`src/rtl/cos_acc_pkg.sv`:
```
// Shared types for the cos(x) accelerator job issuer: FSM states, default widths,
// and the result FIFO entry layout.
package cos_acc_pkg;

    localparam int unsigned X_W_DEF = 16;
    localparam int unsigned Y_W_DEF = 16;

    typedef enum logic [2:0] {
        StIdle,
        StStart,
        StWaitBusy,
        StWaitDone,
        StCapture
    } issuer_state_t;

    typedef struct packed {
        logic                err;
        logic [Y_W_DEF-1:0]  y;
    } result_t;

endpackage

```
`src/rtl/cos_result_fifo.sv`:
```
// Synchronous result FIFO with a registered head; head changes only on pop or
// on a push into an empty FIFO.
module cos_result_fifo #(
    parameter int unsigned DEPTH = 4,
    parameter int unsigned W     = 17
) (
    input  logic                   clk,
    input  logic                   rst_n,
    input  logic                   push_i,
    input  logic [W-1:0]           push_data_i,
    input  logic                   pop_i,
    output logic [W-1:0]           head_o,
    output logic                   valid_o,
    output logic [$clog2(DEPTH):0] count_o
);

    localparam int unsigned PW = $clog2(DEPTH);
    localparam logic [PW:0] FULL_C = (PW+1)'(DEPTH);
    localparam logic [PW:0] ONE_C  = (PW+1)'(1);

    logic [W-1:0]  mem_q [DEPTH];
    logic [PW-1:0] rd_ptr_q;
    logic [PW-1:0] wr_ptr_q;
    logic [PW-1:0] rd_next;
    logic [PW:0]   count_q;
    logic [W-1:0]  head_q;
    logic          do_push;
    logic          do_pop;

    always_comb begin
        do_pop  = pop_i && (count_q != '0);
        do_push = push_i && ((count_q != FULL_C) || do_pop);
        rd_next = rd_ptr_q + 1'b1;
    end

    always_ff @(posedge clk) begin
        if (do_push) begin
            mem_q[wr_ptr_q] <= push_data_i;
        end
    end

    always_ff @(posedge clk or negedge rst_n) begin
        if (!rst_n) begin
            rd_ptr_q <= '0;
            wr_ptr_q <= '0;
            count_q  <= '0;
            head_q   <= '0;
        end else begin
            if (do_push) begin
                wr_ptr_q <= wr_ptr_q + 1'b1;
            end
            if (do_pop) begin
                rd_ptr_q <= rd_next;
            end
            if (do_push && !do_pop) begin
                count_q <= count_q + 1'b1;
            end else if (do_pop && !do_push) begin
                count_q <= count_q - 1'b1;
            end
            // Next head comes from the incoming word only when it becomes the sole entry.
            if (do_push && ((count_q == '0) || (do_pop && (count_q == ONE_C)))) begin
                head_q <= push_data_i;
            end else if (do_pop && (count_q > ONE_C)) begin
                head_q <= mem_q[rd_next];
            end
        end
    end

    assign head_o  = head_q;
    assign valid_o = (count_q != '0);
    assign count_o = count_q;

endmodule

```
`src/rtl/cos_job_issuer.sv`:
```
// Host-side initiator for the cos(x) accelerator: issues one job at a time over the
// start/ready handshake, detects completion or timeout, and queues results.
module cos_job_issuer
    import cos_acc_pkg::*;
#(
    parameter int unsigned X_W       = X_W_DEF,
    parameter int unsigned Y_W       = Y_W_DEF,
    parameter int unsigned START_LEN = 1,
    parameter int unsigned TIMEOUT   = 64,
    parameter int unsigned DEPTH     = 4
) (
    input  logic           clk,
    input  logic           rst_n,
    input  logic           in_valid,
    input  logic [X_W-1:0] in_x,
    output logic           in_ready,
    output logic           acc_start,
    output logic [X_W-1:0] acc_x,
    input  logic           acc_ready,
    input  logic [Y_W-1:0] acc_y,
    output logic           out_valid,
    output logic [Y_W-1:0] out_y,
    output logic           out_err,
    input  logic           out_ready,
    output logic           busy,
    output logic [7:0]     timeouts
);

    localparam int unsigned SW = (START_LEN > 1) ? $clog2(START_LEN) : 1;
    localparam int unsigned WW = $clog2(TIMEOUT);
    localparam int unsigned CW = $clog2(DEPTH) + 1;
    localparam logic [SW-1:0] START_LAST = SW'(START_LEN - 1);
    localparam logic [WW-1:0] WDOG_LAST  = WW'(TIMEOUT - 1);
    localparam logic [CW-1:0] DEPTH_C    = CW'(DEPTH);

    issuer_state_t  state_q;
    logic [SW-1:0]  start_cnt_q;
    logic [WW-1:0]  wdog_q;
    logic [WW-1:0]  wdog_inc;
    logic           acc_start_q;
    logic [X_W-1:0] acc_x_q;
    logic [Y_W-1:0] y_cap_q;
    logic [7:0]     timeouts_q;
    logic           init_q;

    logic           accept;
    logic           abort;
    logic           push;
    logic [Y_W:0]   push_data;
    logic [Y_W:0]   head;
    logic [CW-1:0]  fifo_count;

    always_comb begin
        // The slot checked here is the one the outstanding job will later fill.
        in_ready  = init_q && (state_q == StIdle) && acc_ready && (fifo_count < DEPTH_C);
        accept    = in_valid && in_ready;
        wdog_inc  = (wdog_q == WDOG_LAST) ? wdog_q : wdog_q + 1'b1;
        abort     = 1'b0;
        if (wdog_q == WDOG_LAST) begin
            if (state_q == StWaitBusy) begin
                abort = acc_ready;
            end else if (state_q == StWaitDone) begin
                abort = !acc_ready;
            end
        end
        push      = abort || (state_q == StCapture);
        push_data = abort ? {1'b1, {Y_W{1'b0}}} : {1'b0, y_cap_q};
    end

    always_ff @(posedge clk or negedge rst_n) begin
        if (!rst_n) begin
            state_q     <= StIdle;
            start_cnt_q <= '0;
            wdog_q      <= '0;
            acc_start_q <= 1'b0;
            acc_x_q     <= '0;
            y_cap_q     <= '0;
            timeouts_q  <= '0;
            init_q      <= 1'b0;
        end else begin
            init_q <= 1'b1;
            unique case (state_q)
                StIdle: begin
                    if (accept) begin
                        acc_x_q     <= in_x;
                        acc_start_q <= 1'b1;
                        start_cnt_q <= '0;
                        state_q     <= StStart;
                    end
                end
                StStart: begin
                    if (start_cnt_q == START_LAST) begin
                        acc_start_q <= 1'b0;
                        wdog_q      <= '0;
                        state_q     <= StWaitBusy;
                    end else begin
                        start_cnt_q <= start_cnt_q + 1'b1;
                    end
                end
                StWaitBusy: begin
                    // The watchdog keeps running into WAIT_DONE: one budget per job.
                    if (!acc_ready) begin
                        wdog_q  <= wdog_inc;
                        state_q <= StWaitDone;
                    end else if (abort) begin
                        state_q <= StIdle;
                    end else begin
                        wdog_q <= wdog_inc;
                    end
                end
                StWaitDone: begin
                    if (acc_ready) begin
                        y_cap_q <= acc_y;
                        state_q <= StCapture;
                    end else if (abort) begin
                        state_q <= StIdle;
                    end else begin
                        wdog_q <= wdog_inc;
                    end
                end
                StCapture: begin
                    state_q <= StIdle;
                end
                default: begin
                    acc_start_q <= 1'b0;
                    state_q     <= StIdle;
                end
            endcase
            if (abort && (timeouts_q != 8'hFF)) begin
                timeouts_q <= timeouts_q + 1'b1;
            end
        end
    end

    cos_result_fifo #(
        .DEPTH (DEPTH),
        .W     (Y_W + 1)
    ) u_fifo (
        .clk         (clk),
        .rst_n       (rst_n),
        .push_i      (push),
        .push_data_i (push_data),
        .pop_i       (out_ready),
        .head_o      (head),
        .valid_o     (out_valid),
        .count_o     (fifo_count)
    );

    assign acc_start = acc_start_q;
    assign acc_x     = acc_x_q;
    assign out_err   = head[Y_W];
    assign out_y     = head[Y_W-1:0];
    assign busy      = (state_q != StIdle);
    assign timeouts  = timeouts_q;

endmodule
```
`config.mk`:
```
export PLATFORM = sky130hd
export DESIGN_NAME = cos_job_issuer
export DESIGN_NICKNAME = d
export VERILOG_FILES = /design/src/rtl/cos_acc_pkg.sv /design/src/rtl/cos_result_fifo.sv /design/src/rtl/cos_job_issuer.sv
export SDC_FILE = /design/constraint.sdc
export NUM_CORES = 1
export LEC_CHECK = 0
export CORE_ASPECT_RATIO = 0.75
export CORE_MARGIN = 2
export CORE_UTILIZATION = 55
export DETAILED_ROUTE_END_ITERATION = 10
export GPL_TIMING_DRIVEN = 1
export PLACE_DENSITY = 0.77
export SYNTH_ARGS = -nofsm -noshare
export SYNTH_HDL_FRONTEND = slang
export SYNTH_SLANG_ARGS = --single-unit
```
`constraint.sdc`:
```
create_clock -name clk -period 3.6 [get_ports clk]
set_input_delay 0.9 -clock clk [delete_from_list [all_inputs] [get_ports clk]]
set_output_delay 0.9 -clock clk [all_outputs]
set_load 0.02 [all_outputs]
```
==> reports/results.ini, run 1 <==
[outcome]
status = complete, no violations

[global_route]
grt_pass1_vias = 3817
grt_antenna_before_repair = 0
grt_pass1_wl_mm = 19.35
grt_max_degree = 76
grt_usage_pct = 21.40
globalRoute.totalOverflow = 0

[routing]
routedWlPerCell_um = 18.76
drt_iter0_markers = 212
drc = 0
ant_nets = 0
vias = 3486
routed_via_density = 5.542
wirelength_mm = 11.80
first_pass_iters = 6

[logic_synthesis]
async_flop_share_pct = 52.45
ys_seq_area_share_pct = 64.29
ys_ff_latch = 143
ys_top_cells_by_area = edfxtp_1, dfrtp_1, mux2_2
synth_top_cell_by_area = edfxtp_1
synth_edf_count = 68
yosys.area.top_type_share_pct = 33.50
synth_area_um2 = 6096
syn_area_per_cell_um2 = 16.21
syn_inst = 376
ys_types = 47
ys.flop_type = dfrtp_1
syn_nets = 424
yosys_warnings = 0

[placement]
dpl_cell_area_um2 = 7092
hpwl_mm = 7.850
portBuffers = 81
dp.cells = 597
gp_congestion = 0.7990

[clocking]
cts_tree = done
cts.sinks = 143
clock-root-buffer = clkbuf_16
postCtsResizedCells = 0
ctsLongestPathBuffers = 2
cts_setup_buffers = 0
htreeDepth = 4
cts_buffers = 17
clk_pin_slew_ps = 50
insertion_delay_ps = 400
postCtsHoldBufs = 0

[sta]
clock_skew_ps = 7.555
period_share_pct = 88.86
period_needed_ps = 3199
hold_viol = 0
slew_viol_final = 0
worstMarginPinSlew_ps = 999.6
finalSetupViolCount = 0
fmax_ghz = 0.3126
setup_tns_ps = 0
slew_headroom_pct = 33.36
rsz0062_at_grt = false

[hold_path]
min_to = y_cap_q[12]
whs_path_depth = 1
hold_path.class = reg2reg
hold_start = y_cap_q[12]

[floorplan]
coreArea_um2 = 10860
rows = 33
die_area_um2 = 11950
die_h_um = 95.18
io_pins = 82
start_util_pct = 56.14
die_w_um = 125.6

[final_layout]
final_common_cell = clkdlybuf4s50_1
drive_gt1_share_pct = 27.61
final_area_um2 = 7732
layout_common_cells = clkdlybuf4s50_1, dfrtp_1, edfxtp_1
nets = 524
syn_to_final_growth_pct = 26.85
antenna-diode-count = 0
stdcell_count = 629
fillCellCount = 699

[worst_setup_path]
critPathCaptureType = output pin
timing.rr.end = u_fifo.count_o[2]
crit_path_start_kind = input pin
cp.required_ps = 2700
critPathMaxFanout = 2
worst-setup-path-type = in2out
arrival_ps = 2300
r2r_slack_ps = 1140
worstRegToRegCells = 8
r2r_start = wdog_q[0]
startpoint = acc_ready

[power_and_ir_drop]
p_per_area_nw_per_um2 = 839.0
peakVddDrop_mv = 0.5152
p_leak_uw = 0.003149

[flow_run]
drv_cap = 0

kinds of logic (layout without fill, tap and decap cells):
family | Yosys count | after routing | share of synthesized area [%]
AOI/OAI and AO/OA | 23 | 23 | 2.320
xor gates and xnor gates | 15 | 15 | 2.155
adders and majority gates | 11 | 11 | 2.258
buffers and inverters | 22 | 135 | 2.073
DFF | 143 | 143 | 64.29
muxes | 87 | 87 | 19.68
other | 1 | 1 | 0.06152
and+or+nand+nor | 74 | 74 | 7.164
worst max-delay path: stages:
cell             delay [ps]
clkdlybuf4s50_1         480
nand2_1                  80
nor3_4                  190
clkdlybuf4s50_1         650
power breakdown:
part / total (uW) / leakage [uW] / switching (uW) / internal (uW)
clock: 1860 / 0.000316 / 631 / 1230
sequential: 2540 / 0.00155 / 335 / 2210
combinational: 2090 / 0.00128 / 932 / 1160
total: 6490 / 0.00315 / 1900 / 4590
synth_stat cells, types with 2 or more instances:
cell and number:
nor2_1 12, inv_1 7, mux2_4 9, xnor2_1 5, nor2b_1 2, nor4_1 3, buf_6 2, xor2_1 10
clkbuf_1 4, edfxtp_1 68, mux4_2 17, buf_2 4, a211o_1 2, buf_4 3, dfrtp_1 75, mux2_2 57
nand2_1 12, and2_1 21, ha_1 11, o21ai_0 5, nand2b_1 4, a21oi_1 8, mux2i_1 4, nand3_1 8
metrics by stage:
| step | hold slack (ps) | worst slack, ps | utilization [%] | total power, uW |
|---|---|---|---|---|
| after global routing | 510.7 | 323.1 | 71.21 | 6827 |
| final | 493.3 | 401.0 | 71.21 | 6487 |
| after detailed placement | 483.5 | 381.4 | 65.31 | 4669 |
| after floorplan | 470.6 | 912.3 | - | 3881 |
| after CTS | 498.2 | 379.9 | 71.21 | 6544 |
| after global placement | 479.3 | 386.1 | 65.31 | 4577 |
metal layers:
| metal | GRT usage (%) | part of all wire [%] | vias to the layer above |
|---|---|---|---|
| li1 | - | - | 1584 |
| met1 | 27.98 | 44 | 1772 |
| met2 | 34.55 | 48 | 111 |
| met3 | 7.576 | 6.1 | 19 |
| met4 | 5.926 | 1.5 | 0 |
| met5 | 0 | 0 | - |
worst max-delay path by stage:
stage	cells past startpoint	slack, ps	end
floorplan	5	910	u_fifo.mem_q[0][0]
global placement	4	390	in_ready
detailed placement	4	380	in_ready
CTS	4	380	in_ready
global route	4	320	in_ready
finish	4	400	in_ready
final cells by class:
class | count | area (um^2) | share of cell area, %
tap | 140 | 175.2 | 2.265
sequential | 143 | 3919 | 50.68
clock inverter | 11 | 160.2 | 2.071
inverter | 7 | 26.28 | 0.3398
multi-input combinational | 211 | 2051 | 26.52
timing repair buffer | 96 | 920.9 | 11.91
clock buffer | 21 | 480.5 | 6.214
registers in the layout (all words and copies together), names as in the netlist, 3 cells and up:
| register | cells |
|---|---|
| wdog_q | 6 |
| u_fifo.count_o | 3 |
| timeouts | 8 |
| u_fifo.head_o | 17 |
| u_fifo.mem_q | 68 |
| state_q | 3 |
| y_cap_q | 16 |
| acc_x | 16 |
Note: power is estimated with default switching activity, not from simulation.
==> run 2, diff against run 1 <==
Settings changed: CELL_PAD_IN_SITES_DETAIL_PLACEMENT set to 0, CELL_PAD_IN_SITES_GLOBAL_PLACEMENT set to 1, CORE_UTILIZATION 55 to 50, PLACE_DENSITY 0.77 to 0.82.
==> reports/results.ini, run 2 (synthesis results as in run 1) <==
[power_and_ir_drop]
pwr-share-comb_pct = 34.2  ; was 32.2%
p_leak_uw = 0.003104  ; was 0.003149 uW
p_per_area_nw_per_um2 = 809.3  ; was 839.0 nW/um^2
p_int_uw = 4295  ; was 4589 uW
pwr-share-clk_pct = 25.6  ; was 28.6%
power.net_switching_uw = 1901  ; was 1898 uW
total_power_uw = 6195  ; was 6487 uW
peakVddDrop_mv = 0.4025  ; was 0.5152 mV
p_seq_share_pct = 40.1  ; was 39.2%
p_sw_share_pct = 30.68  ; was 29.26%

[clocking]
cts_tree = done  ; unchanged
clock-root-buffer = clkbuf_16  ; unchanged
cts_buffers = 17  ; unchanged
insertion_delay_ps = 420  ; was 400 ps
postCtsResizedCells = 0  ; unchanged
cts_setup_buffers = 0  ; unchanged
cts.sinks = 143  ; unchanged
clk_pin_slew_ps = 50  ; about the same
ctsLongestPathBuffers = 2  ; unchanged
postCtsHoldBufs = 0  ; unchanged
htreeDepth = 4  ; unchanged

[sta]
worstMarginPinSlew_ps = 942.8  ; was 999.6 ps
slew_viol_final = 0  ; unchanged
hold_viol = 0  ; unchanged
setup_tns_ps = 0  ; unchanged
fin_ws_ps = 421.0  ; was 401.0 ps
period_share_pct = 88.31  ; was 88.86%
clock_skew_ps = 9.840  ; was 7.555 ps
slew_headroom_pct = 37.15  ; was 33.36%
finalSetupViolCount = 0  ; unchanged
fmax_ghz = 0.3146  ; was 0.3126 GHz
period_needed_ps = 3179  ; was 3199 ps
rsz0062_at_grt = false  ; unchanged

[worst_setup_path]
critPathCaptureType = output pin  ; unchanged
arrival_ps = 2280  ; was 2300 ps
slowest_delay_ps = 640  ; was 650 ps
cp.required_ps = 2700  ; about the same
cp_slowest_cell = clkdlybuf4s50_1  ; unchanged
crit_path_start_kind = input pin  ; unchanged
worst-path-buf-inv = 2  ; unchanged
critPathMaxFanout = 2  ; unchanged
path_delay_family = buffers and inverters  ; unchanged
worst-setup-path-type = in2out  ; unchanged
path_cells = clkdlybuf4s50_1, nand2_1, nor3_4, clkdlybuf4s50_1  ; unchanged
cpMostUsedCell = clkdlybuf4s50_1  ; unchanged

[final_layout]
drive_gt1_share_pct = 27.20  ; was 27.61%
layout_common_cells = clkdlybuf4s50_1, dfrtp_1, edfxtp_1  ; unchanged
largest_register_ffs = 68  ; unchanged
largest_register = u_fifo.mem_q  ; unchanged
syn_to_final_growth_pct = 25.57  ; was 26.85%
final_common_cell = clkdlybuf4s50_1  ; unchanged
antenna-diode-count = 0  ; unchanged
stdcell_count = 651  ; was 629
nets = 524  ; unchanged

[routing]
drt_iter0_markers = 183  ; was 212
drc = 0  ; unchanged
routed_via_density = 5.250  ; was 5.542
vias = 3418  ; was 3486
routedWlPerCell_um = 17.72  ; was 18.76 um
first_pass_iters = 4  ; was 6
ant_nets = 0  ; unchanged
wirelength_mm = 11.53  ; was 11.80 mm

[hold_path]
hold_path.class = reg2reg  ; unchanged

[floorplan]
rows = 34  ; was 33
die_h_um = 99.63  ; was 95.18 um
io_pins = 82  ; unchanged
start_util_pct = 51.92  ; was 56.14%
die_area_um2 = 13100  ; was 11950 um^2
die_w_um = 131.5  ; was 125.6 um
coreArea_um2 = 11740  ; was 10860 um^2

[placement]
hpwl_mm = 7.514  ; was 7.850 mm
portBuffers = 81  ; unchanged
dp.cells = 619  ; was 597
place_ws_ps = 406.5  ; was 381.4 ps
gp_congestion = 0.7734  ; was 0.7990

[global_route]
grt_antenna_before_repair = 0  ; unchanged
grt_pass1_wl_mm = 19.15  ; was 19.35 mm
grt_usage_pct = 19.24  ; was 21.40%
grt_max_degree = 76  ; unchanged
globalRoute.totalOverflow = 0  ; unchanged
grt_pass1_vias = 3616  ; was 3817

[outcome]
status = complete, no violations  ; unchanged

[flow_run]
drv_cap = 0  ; unchanged

[run 2: changes by cell type in the layout (fill, tap and decap cells not counted), sizes merged]
| cell | delta |
|---|---|
| clkbuf | +1 |
| inv | +3 |
| bufinv | -4 |
[run 2: power by group through the flow]
stage	Sequential (uW)	Combinational [uW]	Clock (uW)
CTS	2490	2160	1620
global route	2550	2300	1700
floorplan	2640	1240	0
finish	2490	2120	1590
global placement	2500	2080	0
detailed placement	2520	2140	0
[run 2: routing by layer]
metal | vias to the layer above | share of wire (%) | GRT usage [%]
met4 | 0 | 1.8 | 7.609
met1 | 1723 | 48 | 27.04
met5 | - | 0 | 0
li1 | 1600 | - | -
met3 | 19 | 4.0 | 5.097
met2 | 76 | 46 | 29.00
[run 2: worst paths after layout]
| path | startpoint | to | slack [ps] | cells past startpoint |
|---|---|---|---|---|
| worst min-delay path | u_fifo.rd_ptr_q[1] | u_fifo.rd_ptr_q[1] | 480 | 1 |
| min in group asynchronous | rst_n | wdog_q[0] | 620 | 1 |
| worst min register to register | u_fifo.rd_ptr_q[1] | u_fifo.rd_ptr_q[1] | 480 | 1 |
| worst max register to register | wdog_q[0] | u_fifo.mem_q[3][5] | 1230 | 7 |
| worst max-delay path | acc_ready | in_ready | 420 | 4 |
| max in group asynchronous | rst_n | y_cap_q[10] | 2360 | 1 |
[run 2: area by class of cell]
class                           count  area [um^2]
Fill cell                         866         4086
Sequential cell                   143         3919
Multi-Input combinational cell    211         2051
Timing Repair Buffer               96        920.9
Clock buffer                       22        475.5
Tap cell                          162        202.7
Clock inverter                     10        60.06
Inverter                            7        26.28
[run 2: through the flow]
stage / hold WS, ps / instance area [um^2] / utilization [%]
4_1_cts: 482.4 / 7655 / 65.20
3_5_place_dp: 475.0 / 7119 / 60.64
6_report: 478.2 / 7655 / 65.20
3_3_place_gp: 464.3 / 7119 / 60.64
5_1_grt: 505.9 / 7655 / 65.20
2_1_floorplan: 470.6 / 6096 / -
[run 2: worst reg2reg max path, delay by kind of cell (launching register included)]
family | cells | cell delay [ps]
AO/OA/AOI/OAI | 1 | 270
adder cells (fa/ha/maj) | 1 | 260
buffers and inverters | 2 | 380
flip-flops | 1 | 390
AND/OR/NAND/NOR | 3 | 770
